`src/rtl/id_ex_stage.sv`:
```
// Decode stage: 32x32 register file, immediate generation, ALU-control decode
// and the ID/EX pipeline register with stall, flush and bubble handling.
module id_ex_stage #(
   parameter int unsigned DATA_WIDTH = 32,
   parameter bit          BYPASS     = 1'b1
) (
   input  logic                  clk,
   input  logic                  rst_n,
   input  logic                  id_valid,
   input  logic [31:0]           id_instr,
   input  logic                  stall,
   input  logic                  flush,
   input  logic                  wb_we,
   input  logic [4:0]            wb_rd,
   input  logic [DATA_WIDTH-1:0] wb_data,
   output logic                  ex_valid,
   output logic [DATA_WIDTH-1:0] ex_a,
   output logic [DATA_WIDTH-1:0] ex_b,
   output logic [2:0]            ex_alu_control,
   output logic [DATA_WIDTH-1:0] ex_rs2_data,
   output logic [DATA_WIDTH-1:0] ex_imm,
   output logic [4:0]            ex_rd,
   output logic                  ex_reg_write,
   output logic                  ex_mem_read,
   output logic                  ex_mem_write,
   output logic                  ex_branch,
   output logic                  ex_illegal
);

   localparam int unsigned REG_CNT = 32;

   localparam logic [6:0] OP_R      = 7'b0110011;
   localparam logic [6:0] OP_IMM    = 7'b0010011;
   localparam logic [6:0] OP_LOAD   = 7'b0000011;
   localparam logic [6:0] OP_STORE  = 7'b0100011;
   localparam logic [6:0] OP_BRANCH = 7'b1100011;
   localparam logic [6:0] F7_BASE   = 7'b0000000;
   localparam logic [6:0] F7_SUB    = 7'b0100000;
   localparam logic [2:0] F3_WORD   = 3'b010;
   localparam logic [2:0] F3_BEQ    = 3'b000;

   localparam logic [2:0] ALU_ADD = 3'b000;
   localparam logic [2:0] ALU_SUB = 3'b001;
   localparam logic [2:0] ALU_AND = 3'b010;
   localparam logic [2:0] ALU_OR  = 3'b011;
   localparam logic [2:0] ALU_SLT = 3'b101;

   typedef struct packed {
      logic                  valid;
      logic [DATA_WIDTH-1:0] a;
      logic [DATA_WIDTH-1:0] b;
      logic [2:0]            alu;
      logic [DATA_WIDTH-1:0] rs2_data;
      logic [DATA_WIDTH-1:0] imm;
      logic [4:0]            rd;
      logic                  reg_write;
      logic                  mem_read;
      logic                  mem_write;
      logic                  branch;
      logic                  illegal;
   } ex_t;

   logic [DATA_WIDTH-1:0] rf [REG_CNT];
   logic [DATA_WIDTH-1:0] rs1_val, rs2_val;
   logic [DATA_WIDTH-1:0] imm_i, imm_s, imm_b;
   logic [4:0]            rs1, rs2, rd;
   logic [6:0]            opcode, funct7;
   logic [2:0]            funct3;
   logic [3:0]            alu_sel;
   logic                  legal;
   ex_t                   dec, ex_q;

   // Shared funct3 -> {supported, alu code} map for R-type and I-type ALU ops
   function automatic logic [3:0] f3_alu(input logic [2:0] f3);
      case (f3)
         3'b000:  return {1'b1, ALU_ADD};
         3'b111:  return {1'b1, ALU_AND};
         3'b110:  return {1'b1, ALU_OR};
         3'b010:  return {1'b1, ALU_SLT};
         default: return 4'b0000;
      endcase
   endfunction

   assign opcode = id_instr[6:0];
   assign rd     = id_instr[11:7];
   assign funct3 = id_instr[14:12];
   assign rs1    = id_instr[19:15];
   assign rs2    = id_instr[24:20];
   assign funct7 = id_instr[31:25];

   assign imm_i = {{(DATA_WIDTH-12){id_instr[31]}}, id_instr[31:20]};
   assign imm_s = {{(DATA_WIDTH-12){id_instr[31]}}, id_instr[31:25], id_instr[11:7]};
   assign imm_b = {{(DATA_WIDTH-13){id_instr[31]}}, id_instr[31], id_instr[7],
                   id_instr[30:25], id_instr[11:8], 1'b0};

   // Register-file reads; x0 is hard zero, optional same-cycle write-back forwarding
   always_comb begin
      rs1_val = '0;
      rs2_val = '0;
      if (rs1 != 5'd0) begin
         if (BYPASS && wb_we && (wb_rd == rs1)) rs1_val = wb_data;
         else                                   rs1_val = rf[rs1];
      end
      if (rs2 != 5'd0) begin
         if (BYPASS && wb_we && (wb_rd == rs2)) rs2_val = wb_data;
         else                                   rs2_val = rf[rs2];
      end
   end

   always_comb begin
      dec     = '0;
      legal   = 1'b0;
      alu_sel = f3_alu(funct3);
      dec.a   = rs1_val;
      case (opcode)
         OP_R: begin
            dec.b         = rs2_val;
            dec.rd        = rd;
            dec.reg_write = 1'b1;
            if (funct7 == F7_BASE) begin
               legal   = alu_sel[3];
               dec.alu = alu_sel[2:0];
            end else if ((funct7 == F7_SUB) && (funct3 == 3'b000)) begin
               legal   = 1'b1;
               dec.alu = ALU_SUB;
            end
         end
         OP_IMM: begin
            dec.b         = imm_i;
            dec.imm       = imm_i;
            dec.rd        = rd;
            dec.reg_write = 1'b1;
            legal         = alu_sel[3];
            dec.alu       = alu_sel[2:0];
         end
         OP_LOAD: begin
            dec.b         = imm_i;
            dec.imm       = imm_i;
            dec.rd        = rd;
            dec.reg_write = 1'b1;
            dec.mem_read  = 1'b1;
            dec.alu       = ALU_ADD;
            legal         = (funct3 == F3_WORD);
         end
         OP_STORE: begin
            dec.b         = imm_s;
            dec.imm       = imm_s;
            dec.mem_write = 1'b1;
            dec.rs2_data  = rs2_val;
            dec.alu       = ALU_ADD;
            legal         = (funct3 == F3_WORD);
         end
         OP_BRANCH: begin
            dec.b      = rs2_val;
            dec.imm    = imm_b;
            dec.branch = 1'b1;
            dec.alu    = ALU_SUB;
            legal      = (funct3 == F3_BEQ);
         end
         default: legal = 1'b0;
      endcase
      // Unsupported encodings become a bubble that only carries the illegal flag
      if (legal) begin
         dec.valid = 1'b1;
      end else begin
         dec         = '0;
         dec.illegal = 1'b1;
      end
   end

   always_ff @(posedge clk or negedge rst_n) begin
      if (!rst_n) begin
         for (int i = 0; i < REG_CNT; i++) rf[i] <= '0;
      end else if (wb_we && (wb_rd != 5'd0)) begin
         rf[wb_rd] <= wb_data;
      end
   end

   // ID/EX register: flush beats stall beats load
   always_ff @(posedge clk or negedge rst_n) begin
      if (!rst_n)        ex_q <= '0;
      else if (flush)    ex_q <= '0;
      else if (!stall)   ex_q <= id_valid ? dec : '0;
   end

   assign ex_valid       = ex_q.valid;
   assign ex_a           = ex_q.a;
   assign ex_b           = ex_q.b;
   assign ex_alu_control = ex_q.alu;
   assign ex_rs2_data    = ex_q.rs2_data;
   assign ex_imm         = ex_q.imm;
   assign ex_rd          = ex_q.rd;
   assign ex_reg_write   = ex_q.reg_write;
   assign ex_mem_read    = ex_q.mem_read;
   assign ex_mem_write   = ex_q.mem_write;
   assign ex_branch      = ex_q.branch;
   assign ex_illegal     = ex_q.illegal;

endmodule
```
`config.mk`:
```
export PLATFORM = sky130hd
export DESIGN_NAME = id_ex_stage
export DESIGN_NICKNAME = d
export VERILOG_FILES = /design/src/rtl/id_ex_stage.sv
export SDC_FILE = /design/constraint.sdc
export NUM_CORES = 2
export LEC_CHECK = 0
export CAP_MARGIN = 20
export CORE_ASPECT_RATIO = 0.9
export CORE_UTILIZATION = 50
export DETAILED_ROUTE_END_ITERATION = 12
export PLACE_DENSITY = 0.68
export SETUP_SLACK_MARGIN = 0.15
export SLEW_MARGIN = 20
export SYNTH_ARGS = -nofsm -noshare
export SYNTH_HDL_FRONTEND = slang
export SYNTH_SLANG_ARGS = --single-unit
```
`constraint.sdc`:
```
create_clock -name clk -period 1.95 [get_ports clk]
set_clock_uncertainty 0.1 [all_clocks]
set_input_delay 0.39 -clock clk [delete_from_list [all_inputs] [get_ports clk]]
set_output_delay 0.39 -clock clk [all_outputs]
set_load 0.02 [all_outputs]
```
==> flow_summary.toml <==
[synth]
synth_flop_cell = "dfrtp_1"
yosysSeqAreaShare = 0.484
yosys_warnings = 0
synth_top_area_share = 0.484
yosysTopAreaCell = "dfrtp_1"
synth_edf_count = 0
synth_nets = 4249
ys_ff_latch = 1147
async_flop_share = 1.00
synth_area_leaders = "dfrtp_1 48%, mux2_2 19%, mux4_2 15%, mux2i_1 6.5%, o22ai_1 1.9%"
syn_area_sq_mm = 0.0593
synth.distinct_cells = 57
synthCells = 4174
synth_area_per_cell_sq_um = 14.2

[layout]
nNetsFinal = 4960
layout.cells.non_filler = 6559
area_growth_pct = 28.6
layout_commonest_cell = "dfrtp_1"
mostFrequentLayoutCells = "1137 x dfrtp_1, 953 x mux2_2, 601 x buf_4"
final_layout_size_suffix_gt1_frac = 0.563
fill_cells = 8347
postLayoutCellArea_sq_mm = 0.0762

[power_and_ir_drop]
power_frac_comb = 0.225
p_seq_frac = 0.440
clkPwrFrac = 0.335
leakagePower_nw = 34.2
internal-power_w = 0.0508
p_sw_frac = 0.278
p_switching_w = 0.0195
vdd_drop_max_v = 0.000661
p_total_w = 0.0703
power_density_mw_per_mm2 = 922

[grt]
track_usage = 0.345
grt_pass1_wl_um = 301000
grt_antenna_before_repair = 5
grt_pass1_vias = 43800
grt_max_degree = 119
grt_overflow_total = 0

[timing]
min_period_ns = 2.28
finalCritPeriodShare = 1.17
timing.fmax_ghz = 0.439
setup_violations = 53
worst_slack_ns = -0.326
hold_slack_ns = 0.0216
maxSlewViolCount = 0
worst_pin_slew_ns = 0.941
timing.slew.headroom = 0.370
finalHoldViolCount = 0
rsz0062_at_grt = "yes"

[clocking]
cts_tree = "built"
cts.path.max_buffers = 3
cts_buffers = 118
clkTransAtPathRegs_ns = 0.06
cts-htree-levels = 3
clock-sinks = 1147
cts-root-buf = "clkbuf_16"
clock_latency_ns = 0.73

[critical_path]
path_delay_family = "compound AO/OA/AOI/OAI gates"
end_kind = "flop"
crit_slowest_cell = "mux4_2"
path_buf_inv = 1
worstPathRequired_ns = 2.46
cpPeakStageDelay_ns = 0.53
crit_path_start_kind = "flop"
worstSetupPathType = "reg -> reg"
cp_cell_sequence = "mux4_2, a2111oi_4, nand2_1, o211ai_1, buf_4, o21ai_2"
crit_path_max_fanout = 2
critPathArrivalTime_ns = 2.79

[floorplan]
core_area_sq_mm = 0.117
num_rows = 119
start_util = 0.505
die_h_um = 329
ios = 217
die_w_um = 365
floorplan.die_area_sq_mm = 0.120

[routing]
drt_iter0_markers = 4638
viasPerCell = 6.61
dr.pass1.iters = 5
avgRoutedWirePerCell_um = 31.5
drc = 0
wl_um = 206000
vias = 43300
drtAntennaViolNets = 0

[run_status]
violations = "setup timing"
status = "complete, but fails checks"

[placement]
place_congestion = 0.929
post-dp-hpwl_um = 138000
place_area_sq_mm = 0.0697
io_buffers = 216
dpl.cell_count = 6175
place_ws_ns = -1.32

[min_path]
worstHoldPathType = "in -> reg"

[run]
cap_violations = 0
-- path summary, 6_finish.rpt --
kind	cells past startpoint	slack, ns	start	to
setup reg to reg	6	-0.33	rf[191]$_DFFE_PN0P_	ex_b[31]$_DFFE_PN0P_
hold / removal	3	0.02	id_instr[14]	ex_alu_control[2]$_DFFE_PN0P_
setup / recovery	6	-0.33	rf[191]$_DFFE_PN0P_	ex_b[31]$_DFFE_PN0P_
hold reg to reg	0	0.30	rf[1020]$_DFFE_PN0P_	rf[1020]$_DFFE_PN0P_
max in group asynchronous	3	0.73	rst_n	ex_a[6]$_DFFE_PN0P_
min in group asynchronous	3	0.25	rst_n	rf[55]$_DFFE_PN0P_
-- cells by family after synthesis --
family          share of synthesized area
xor+xnor                          0.00148
compound gates                     0.0589
flops                               0.484
mux                                 0.399
buf+inv                            0.0353
simple gates                       0.0206
-- metal layers --
layer | global-route usage | vias up | wire [um]
met3 | 0.0963 | 452 | 22300
met5 | 0 | - | 7
met4 | 0.114 | 2 | 7210
met1 | 0.489 | 23100 | 84400
li1 | - | 17500 | -
met2 | 0.512 | 2330 | 92400
-- synthesized netlist by cell type (6+ instances only) --
cell type and count:
buf_2 123, o22ai_1 182, o21ai_1 55, a2111oi_0 32, a21oi_1 32, o211ai_1 32, nand3_1 43, nand2_1 100
mux2i_1 384, o21ai_0 47, o221ai_1 10, or3b_2 6, buf_1 59, a22oi_1 76, buf_4 28, clkbuf_1 266
xor2_1 8, a22o_1 17, nand3b_1 8, nor2_1 57, mux4_2 384, a211oi_1 23, mux2_2 992, dfrtp_1 1147
-- what timing repair did --
item	in CTS	in global routing
buffers inserted	111	41
endpoints found under the hold margin	686	1
gates resized for setup	953	129
endpoints found under the setup margin	1024	224
hold buffers	3	1
pin swaps	125	62
gates cloned	7	0
-- sequential cells by signal, indices dropped and copies added (netlist names) --
signal and cells:
ex_reg_write 1, ex_branch 1, ex_a 32, rf 1024, ex_mem_write 1, ex_imm 13, ex_valid 1, ex_rd 5
ex_alu_control 3, ex_mem_read 1, ex_b 32, ex_rs2_data 32, ex_illegal 1
-- final cells by class --
| type | count | area, sq um | share of cell area |
|---|---|---|---|
| diodes | 3 | 7.51 | 0.0000985 |
| clock buffers | 177 | 3500 | 0.0459 |
| clock inverters | 41 | 493 | 0.00647 |
| inverters | 4 | 15.0 | 0.000197 |
| multi-input cells | 2544 | 30100 | 0.395 |
| flip-flops and latches | 1147 | 28700 | 0.377 |
| well taps | 1573 | 1970 | 0.0258 |
| repair buffers | 1070 | 11400 | 0.150 |
-- power by group through the flow --
stage / combinational [W] / sequential (W) / clock, W
2_1_floorplan: 0.00984 / 0.0301 / 0
3_3_place_gp: 0.0144 / 0.0309 / 0
3_5_place_dp: 0.0146 / 0.0311 / 0
4_1_cts: 0.0154 / 0.0307 / 0.0237
5_1_grt: 0.0167 / 0.0314 / 0.0247
6_report: 0.0158 / 0.0309 / 0.0236
-- worst register-to-register path, delay by kind of cell, from the launching register on --
| kind | cells | cell delay (ns) |
|---|---|---|
| flip-flops | 1 | 0.39 |
| multiplexers | 1 | 0.53 |
| AO/OA/AOI/OAI | 3 | 0.78 |
| AND/OR/NAND/NOR | 1 | 0.08 |
| buffers and inverters | 1 | 0.27 |
-- metrics by stage --
stage / setup TNS, ns / utilization
floorplan: -22.55 / -
global placement: -716.75 / 0.594
detailed placement: -740.38 / 0.594
CTS: -3.54 / 0.643
global route: -8.04 / 0.650
finish: -5.46 / 0.650
No activity file was read; power rests on OpenSTA's default activity.
==> RTL edit: new RTL, same settings <==
`BYPASS`: 1'b1 -> 1'b0.
--- a/src/rtl/id_ex_stage.sv
+++ b/src/rtl/id_ex_stage.sv
@@ -2,7 +2,7 @@
 // and the ID/EX pipeline register with stall, flush and bubble handling.
 module id_ex_stage #(
    parameter int unsigned DATA_WIDTH = 32,
-   parameter bit          BYPASS     = 1'b1
+   parameter bit          BYPASS     = 1'b0
 ) (
    input  logic                  clk,
    input  logic                  rst_n,
Function: not settled (the Yosys comparison gave no result); the edit may change what the design does.
==> RTL edit against the original RTL <==
The flow still finishes with violations (negative setup slack); routed wire length up 4.3%; setup slack improved by 260 ps; area after synthesis down 0.32%; sequential cell count is the same; final area decreased by 1.8%; total power shrank 0.61%; count of clock-buffer cells in the layout increased by 1; largest cell class unchanged; largest power group unchanged.
==> RTL edit: results (changes against the original RTL) <==
| Metric | Value |
|---|---|
| Non-filler cells, final | `6428 (-2.0%)` |
| GP Congestion | `0.925 (-0.39%)` |
| Via density | `6.72 (+1.7%)` |
| Metal3 WL | `25.7 mm (+15%)` |
| P_leak | `33.5 nW (-2.2%)` |
| Compound-Gate Fraction of Synth Area | `6.84% (+0.96 points)` |
| Met2 Routed Length | `94.0 mm (+1.7%)` |
| Worst slack, placed | `-936 ps (+388 ps)` |
| Flop pwr share | `44.3% (+0.3 points)` |
| Area share of xor/xnor cells in the synthesized design | `0.0148% (-0.13 points)` |
| Met1 Routed Length | `86.9 mm (+3.0%)` |
| DR pass1 iterations | `6 (+1)` |
| Slowest stage delay, CP | `510 ps (-20 ps)` |
| First-pass GRT wire length | `308 mm (+2.2%)` |
| Worst vdd ir | `0.761 mV (+15%)` |
| Status | `finished, violations left` |
| Met1 usage | `51.4% (+2.5 points)` |
| Post-CTS resize count | `868 (-8.9%)` |
| Logic pwr share | `21.6% (-0.9 points)` |
| Failing checks | `negative setup slack` |
| FF-to-FF End | `ex_b[7]` |
| Initial antenna violation count | `0 (-5)` |
| Setup slack after layout | `-64.2 ps (+262 ps)` |
| Switching pwr | `19.2 mW (-1.4%)` |
| Setup TNS | `-212 ps (+5250 ps)` |
| RR Startpoint | `rf[263]` |
| Layout Nets | `4832 (-2.6%)` |
| Worst hold slack | `65.7 ps (+44.1 ps)` |
| M3 GR Usage | `10.2% (+0.54 points)` |
| Mux share of post-synthesis cell area | `38.0% (-1.9 points)` |
| Yosys cell types | `65 (+14%)` |
| Initial DRC Count | `5452 (+18%)` |
| Sequential share of the synthesized area | `48.6% (+0.16 points)` |
| Synthesized netlist net count | `4168 (-1.9%)` |
| Number of global-route vias before repair | `43185 (-1.4%)` |
| Top post-synthesis cells by area | `dfrtp_1 49%, mux2_2 19%, mux4_2 15%` |
| Setup bufs post-CTS | `60 (-46%)` |
| Crit Path Max Fanout | `2 (unchanged)` |
| Placed insts | `6090 (-1.4%)` |
| Synthesized netlist cell count | `4093 (-1.9%)` |
| Largest net degree at the start of global routing | `94 (-21%)` |
| Tightest Hold Check Type | `primary input to asynchronous set/reset pin` |
| Number of hold buffers added after cts | `2 (-1)` |
| Commonest cells in the netlist | `1147 x dfrtp_1, 992 x mux2_2, 400 x mux4_2, 238 x clkbuf_1, 227 x mux2i_1` |
| WL per Instance | `33.5 µm (+6.5%)` |
| M2 GR Usage | `51.9% (+0.70 points)` |
| Final setup fails | `17 (-68%)` |
| Worst Reg-to-Reg Cells | `5 (-1)` |
RTL edit: final cells by class:
class	instances	area, µm²	area share, %
diodes	3	7.51	0.0100
clock buffers	178	3580	4.79
clock inverters	39	469	0.627
inverters	1	3.75	0.00501
multi-input cells	2477	29200	38.9
flip-flops and latches	1147	28700	38.4
well taps	1573	1970	2.63
repair buffers	1010	10900	14.6
RTL edit: worst max-delay path by stage:
| stage | startpoint | end | slack, ps |
|---|---|---|---|
| global route | rf[963] | ex_b[3] | -90 |
| CTS | rf[297] | ex_b[9] | -40 |
| finish | rf[263] | ex_b[7] | -60 |
| detailed placement | id_instr[4] | ex_a[13] | -940 |
| global placement | id_instr[23] | ex_b[18] | -820 |
| floorplan | id_instr[20] | ex_b[10] | -80 |
RTL edit: critical path: cells and delay by family (launching register included):
family	cells	cell delay (ps)
AOI/OAI and AO/OA	3	840
DFF	1	380
and+or+nand+nor	1	60
muxes	1	510
